**config.mk**
```make
export PLATFORM = sky130hd
export DESIGN_NAME = regfile_wr_arbiter
export DESIGN_NICKNAME = d
export VERILOG_FILES = /design/src/rtl/regfile_pkg.sv /design/src/rtl/regfile_wr_arbiter_wb_slot.sv /design/src/rtl/regfile_wr_arbiter.sv
export SDC_FILE = /design/constraint.sdc
export NUM_CORES = 1
export LEC_CHECK = 0
export BUFFER_PORTS_ARGS = -buffer_cell sky130_fd_sc_hd__buf_2
export CAP_MARGIN = 40
export CORE_AREA = 3 3 129 131
export CTS_CLUSTER_DIAMETER = 120
export CTS_CLUSTER_SIZE = 16
export DETAILED_ROUTE_END_ITERATION = 10
export DIE_AREA = 0 0 132 134
export PLACE_DENSITY = 0.67
export SLEW_MARGIN = 5
export SYNTH_ARGS = -nofsm -noshare
export SYNTH_HDL_FRONTEND = slang
export SYNTH_SLANG_ARGS = --single-unit
```
**constraint.sdc**
```tcl
create_clock -name clk -period 2.8 [get_ports clk]
set_input_delay 0.56 -clock clk [delete_from_list [all_inputs] [get_ports clk]]
set_output_delay 0.56 -clock clk [all_outputs]
set_load 0.01 [all_outputs]
```
**src/rtl/regfile_pkg.sv**
```systemverilog
// Shared definitions for the register-file write-port arbiter.
package regfile_pkg;

    localparam int DEFAULT_DW     = 32;
    localparam int DEFAULT_AW     = 4;
    localparam int DEFAULT_PC_REG = 15;

    // Writeback source, used for the round-robin pointer and the grant.
    typedef enum logic {
        SRC_ALU = 1'b0,
        SRC_LD  = 1'b1
    } wb_src_t;

    // One writeback request at the default widths.
    typedef struct packed {
        logic [DEFAULT_AW-1:0] wa;
        logic [DEFAULT_DW-1:0] wd;
    } wb_req_t;

endpackage

```
**src/rtl/regfile_wr_arbiter_wb_slot.sv**
```systemverilog
// One-entry valid/ready holding slot for a writeback source, with an age flag
// that marks the slot as the younger one when the other slot was already
// holding a request at the moment this slot was filled.
module wb_slot
    import regfile_pkg::*;
#(
    parameter int DW = DEFAULT_DW,
    parameter int AW = DEFAULT_AW
) (
    input  logic          clk,
    input  logic          reset_n,
    input  logic          in_valid,
    output logic          in_ready,
    input  logic [AW-1:0] in_wa,
    input  logic [DW-1:0] in_wd,
    input  logic          granted,
    input  logic          other_full,
    input  logic          other_granted,
    output logic          full,
    output logic [AW-1:0] wa,
    output logic [DW-1:0] wd,
    output logic          young
);

    logic          full_q, full_d;
    logic          young_q, young_d;
    logic [AW-1:0] wa_q, wa_d;
    logic [DW-1:0] wd_q, wd_d;
    logic          load;

    // Accept when empty or draining this cycle; track fill and relative age.
    always_comb begin
        in_ready = !full_q || granted;
        load     = in_valid && in_ready;
        full_d   = full_q;
        young_d  = young_q;
        wa_d     = wa_q;
        wd_d     = wd_q;
        if (load) begin
            full_d  = 1'b1;
            young_d = other_full && !other_granted;
            wa_d    = in_wa;
            wd_d    = in_wd;
        end else begin
            if (granted) begin
                full_d  = 1'b0;
                young_d = 1'b0;
            end else if (other_granted) begin
                young_d = 1'b0;
            end
        end
    end

    // Slot state register, emptied on reset.
    always_ff @(posedge clk or negedge reset_n) begin
        if (!reset_n) begin
            full_q  <= 1'b0;
            young_q <= 1'b0;
            wa_q    <= '0;
            wd_q    <= '0;
        end else begin
            full_q  <= full_d;
            young_q <= young_d;
            wa_q    <= wa_d;
            wd_q    <= wd_d;
        end
    end

    assign full  = full_q;
    assign wa    = wa_q;
    assign wd    = wd_q;
    assign young = young_q;

endmodule

```
**src/rtl/regfile_wr_arbiter.sv**
```systemverilog
// Write-port arbiter: ALU and load writebacks share the register file's single
// write port via holding slots and a round-robin grant; R15 goes to the PC.
module regfile_wr_arbiter
    import regfile_pkg::*;
#(
    parameter int DW     = DEFAULT_DW,
    parameter int AW     = DEFAULT_AW,
    parameter int PC_REG = DEFAULT_PC_REG
) (
    input  logic              clk,
    input  logic              reset_n,
    input  logic              alu_valid,
    output logic              alu_ready,
    input  logic [AW-1:0]     alu_wa,
    input  logic [DW-1:0]     alu_wd,
    input  logic              ld_valid,
    output logic              ld_ready,
    input  logic [AW-1:0]     ld_wa,
    input  logic [DW-1:0]     ld_wd,
    output logic              we3,
    output logic [AW-1:0]     wa3,
    output logic [DW-1:0]     wd3,
    output logic              pc_we,
    output logic [DW-1:0]     pc_wd,
    output logic [2**AW-1:0]  pending
);

    logic          alu_full, alu_young, ld_full, ld_young;
    logic [AW-1:0] alu_s_wa, ld_s_wa, gnt_wa;
    logic [DW-1:0] alu_s_wd, ld_s_wd, gnt_wd;
    logic          gnt_alu, gnt_ld, gnt_pc;
    wb_src_t       rr_q, rr_d;

    logic          we3_q, we3_d, pc_we_q, pc_we_d;
    logic [AW-1:0] wa3_q, wa3_d;
    logic [DW-1:0] wd3_q, wd3_d, pc_wd_q, pc_wd_d;

    wb_slot #(.DW(DW), .AW(AW)) u_alu_slot (
        .clk(clk), .reset_n(reset_n),
        .in_valid(alu_valid), .in_ready(alu_ready),
        .in_wa(alu_wa), .in_wd(alu_wd),
        .granted(gnt_alu), .other_full(ld_full), .other_granted(gnt_ld),
        .full(alu_full), .wa(alu_s_wa), .wd(alu_s_wd), .young(alu_young)
    );

    wb_slot #(.DW(DW), .AW(AW)) u_ld_slot (
        .clk(clk), .reset_n(reset_n),
        .in_valid(ld_valid), .in_ready(ld_ready),
        .in_wa(ld_wa), .in_wd(ld_wd),
        .granted(gnt_ld), .other_full(alu_full), .other_granted(gnt_alu),
        .full(ld_full), .wa(ld_s_wa), .wd(ld_s_wd), .young(ld_young)
    );

    // Pick one slot: same destination favours the older (load on a tie), else round-robin.
    always_comb begin
        gnt_alu = 1'b0;
        gnt_ld  = 1'b0;
        if (alu_full && ld_full) begin
            if (alu_s_wa == ld_s_wa) begin
                if (ld_young && !alu_young) gnt_alu = 1'b1;
                else                        gnt_ld  = 1'b1;
            end else if (rr_q == SRC_ALU) begin
                gnt_alu = 1'b1;
            end else begin
                gnt_ld = 1'b1;
            end
        end else if (alu_full) begin
            gnt_alu = 1'b1;
        end else if (ld_full) begin
            gnt_ld = 1'b1;
        end
        gnt_wa = gnt_alu ? alu_s_wa : ld_s_wa;
        gnt_wd = gnt_alu ? alu_s_wd : ld_s_wd;
        gnt_pc = (gnt_alu || gnt_ld) && (gnt_wa == AW'(PC_REG));
        rr_d   = gnt_alu ? SRC_LD : (gnt_ld ? SRC_ALU : rr_q);
    end

    // Next values of the write-port and PC output registers; data holds when idle.
    always_comb begin
        we3_d   = (gnt_alu || gnt_ld) && !gnt_pc;
        pc_we_d = gnt_pc;
        wa3_d   = we3_d ? gnt_wa : wa3_q;
        wd3_d   = we3_d ? gnt_wd : wd3_q;
        pc_wd_d = gnt_pc ? gnt_wd : pc_wd_q;
    end

    // Output register and round-robin pointer; reset drops any in-flight write.
    always_ff @(posedge clk or negedge reset_n) begin
        if (!reset_n) begin
            we3_q   <= 1'b0;
            wa3_q   <= '0;
            wd3_q   <= '0;
            pc_we_q <= 1'b0;
            pc_wd_q <= '0;
            rr_q    <= SRC_ALU;
        end else begin
            we3_q   <= we3_d;
            wa3_q   <= wa3_d;
            wd3_q   <= wd3_d;
            pc_we_q <= pc_we_d;
            pc_wd_q <= pc_wd_d;
            rr_q    <= rr_d;
        end
    end

    // Registers with a write still queued in a slot or on the write port.
    always_comb begin
        pending = '0;
        if (alu_full) pending[alu_s_wa] = 1'b1;
        if (ld_full)  pending[ld_s_wa]  = 1'b1;
        if (we3_q)    pending[wa3_q]    = 1'b1;
    end

    assign we3   = we3_q;
    assign wa3   = wa3_q;
    assign wd3   = wd3_q;
    assign pc_we = pc_we_q;
    assign pc_wd = pc_wd_q;

endmodule

```
==> flow_summary.yaml <==
cells_and_area:
  diodes: 0
  layout-drive-gt1-share: 0.486
  seq_area_sq_um: 3680
  nFillCells: 1347
  area_growth_pct: 27.1
  multiInputGateArea_sq_um: 2850
  nets: 787
setup_path:
  cp_max_fo: 4
  cp-end-kind: "output pin"
  cpPeakStageDelay_ps: 570
  startpoint: "u_ld_slot.wa[0]"
  critPathLaunchType: "flop"
  cp_cell_sequence: "xor2_4 -> or4_4 -> buf_6 -> o21ai_4 -> nand2_2 -> buf_6"
  path_common_cell: "buf_6"
  slowest_stage: "or4_4"
  required_ps: 2240
  reg2reg_from: "u_ld_slot.wa[0]"
  crit_arrival_ps: 2150
  path_class: "flop to output pin"
routing:
  drc: 0
  ant_nets: 0
  num_vias: 4934
  first_pass_iters: 5
  wirelength_microns: 17500
  wl_per_cell_microns: 18.6
  vias_per_cell: 5.25
  dr.first_iter.drc_count: 372
synth:
  synth_edf_count: 0
  synth.top_cell.area_share: 0.537
  synthTopCellsByCount: "dfrtp_1, mux2_2, inv_1"
  synthArstFlopShare: 1.00
  synth_fp_nets: 612
  syn_area_per_cell_sq_um: 12.8
  netlist_area_sq_um: 6850
  yosys_warnings: 0
  synth_area_leaders: "dfrtp_1, mux2_2, mux2_4, mux2_1, o22ai_1"
  yosysUniqueCellTypes: 46
  synth_most_common_cell: "dfrtp_1"
  ys.flop_type: "dfrtp_1"
  synth_seq_cells: 147
  synth-seq-area-share: 0.537
  netlist_instances: 536
  yosys.area.top_type: "dfrtp_1"
timing:
  rsz0062_at_grt: "no"
  fin_tns_setup_ps: 0
  fin_crit_sh: 0.969
  max-slew-margin-rel: 0.574
  max_slew.worst_pin.slew_ps: 638
  max_freq_ghz: 0.368
  fin_crit_ps: 2710
  skew_ps: 7.56
  finalHoldViolations: 0
  drv_slew: 0
  hold_ws_ps: 101
  setup_viol: 0
power_and_ir_drop:
  p_per_area_nw_per_um2: 1200
  power_leakage_nw: 4.12
  ir_drop_uv: 559
clocking:
  htreeDepth: 4
  cts_hold_buf: 0
  tritoncts: "built"
  clkSinkCount: 147
  root_buffer: "clkbuf_16"
  cts_max_path_buffers: 2
  clk_pin_slew_worst_paths_ps: 50
  cts_buffers: 17
  clock_latency_ps: 410
grt:
  antenna_found_initial: 0
  grt.total_usage: 0.198
  grt_max_degree: 73
  grt_overflow: 0
  first_global_vias: 5203
  grt_pass1_wl_microns: 27800
floorplanning:
  start_util: 0.436
  std_cell_rows: 46
  die_w_microns: 132
  io_pins: 164
  die_h_microns: 134
  die-area_sq_um: 17700
  core-area_sq_um: 15700
flow_run:
  drv_cap: 0
worst_hold_path:
  hp-class: "input port to asynchronous set/reset pin"
run_status:
  status: "completed"
placement:
  hpwl_microns: 11700
  io_buffer_count: 163
  gp_congestion: 0.917
==> cell type report <==
class                   instances  area share
inverters                      38      0.0164
repair buffers                191       0.131
multi-input cells             316       0.327
clock inverters                 9      0.0174
flip-flops and latches        147       0.423
well taps                     216      0.0310
clock buffers                  23      0.0549
==> sequential cells by signal (all words and copies together) (netlist names) <==
register          count
wa3                   4
u_ld_slot.wa          4
u_alu_slot.full       1
rr_q                  1
pc_wd                32
wd3                  32
u_ld_slot.young       1
we3                   1
u_ld_slot.wd         32
u_alu_slot.wd        32
u_ld_slot.full        1
pc_we                 1
u_alu_slot.young      1
u_alu_slot.wa         4
==> final timing paths <==
| check | slack (ps) | depth (start not counted) | end |
|---|---|---|---|
| setup / recovery | 90 | 6 | alu_ready |
| hold / removal | 100 | 1 | wa3[0] |
| setup reg to reg | 230 | 7 | pc_wd[28] |
| hold reg to reg | 510 | 2 | u_alu_slot.young |
| max in group asynchronous | 1960 | 2 | wd3[14] |
| min in group clk | 370 | 2 | u_alu_slot.wd[18] |
==> repair_timing <==
item	in CTS	in global routing
gates cloned	0	0
setup endpoints to repair	2	2
pin swaps	2	3
setup buffers	3	1
resized for setup	1	9
==> cell usage in the layout (no fill, tap or decap), types with 3 or more instances in the layout <==
cell and instances:
and3_1 5, a21oi_1 34, a32oi_1 5, dfrtp_1 145
a22oi_1 10, clkbuf_8 3, buf_12 8, bufinv_16 4
inv_1 37, nand3_1 9, mux2_1 24, buf_2 161
buf_6 3, buf_4 19, clkinv_2 3, mux2_4 29
mux2_2 83, o22ai_1 34, nor2b_1 7, clkbuf_1 3
nor3b_1 3, clkbuf_16 17, nor2_1 7, nand2_1 31
==> per-stage QoR <==
stage                     instances   util  instance area, sq um  power, W  setup WS (ps)
final                           940  0.554                  8710    0.0105           86.0
after global routing            940  0.554                  8710    0.0111           10.3
after CTS                       939  0.551                  8660    0.0105           10.3
after detailed placement        904  0.509                  8000   0.00804            217
after global placement          904  0.509                  8000   0.00789            269
after floorplan                 536      -                  6850   0.00639            241
==> worst max-delay path, delay by kind of cell, from the launching register on <==
| family | cells | cell delay [ps] |
|---|---|---|
| AND/OR/NAND/NOR | 2 | 650 |
| flip-flops | 1 | 440 |
| buffers and inverters | 2 | 300 |
| XOR/XNOR | 1 | 200 |
| AO/OA/AOI/OAI | 1 | 150 |
==> report_power, final <==
group	internal, W	total (W)	switching, W
clock	0.00156	0.00240	0.000842
sequential	0.00301	0.00365	0.000640
combinational	0.00218	0.00443	0.00225
total	0.00675	0.0105	0.00374
==> metal layers <==
layer	track usage	vias up	wire, microns
li1	-	2266	-
met1	0.250	2480	7480
met2	0.340	171	8810
met3	0.0461	17	950
met4	0.0601	0	248
met5	0	-	0
==> cell families after synthesis <==
logic type                Yosys count  share of synthesized area
DFF                               147                      0.537
muxes                             136                      0.239
AOI/OAI and AO/OA                 101                      0.107
and+or+nand+nor                    75                     0.0540
buffers and inverters              73                     0.0566
xor gates and xnor gates            4                    0.00621
(Power assumes the default switching activity.)
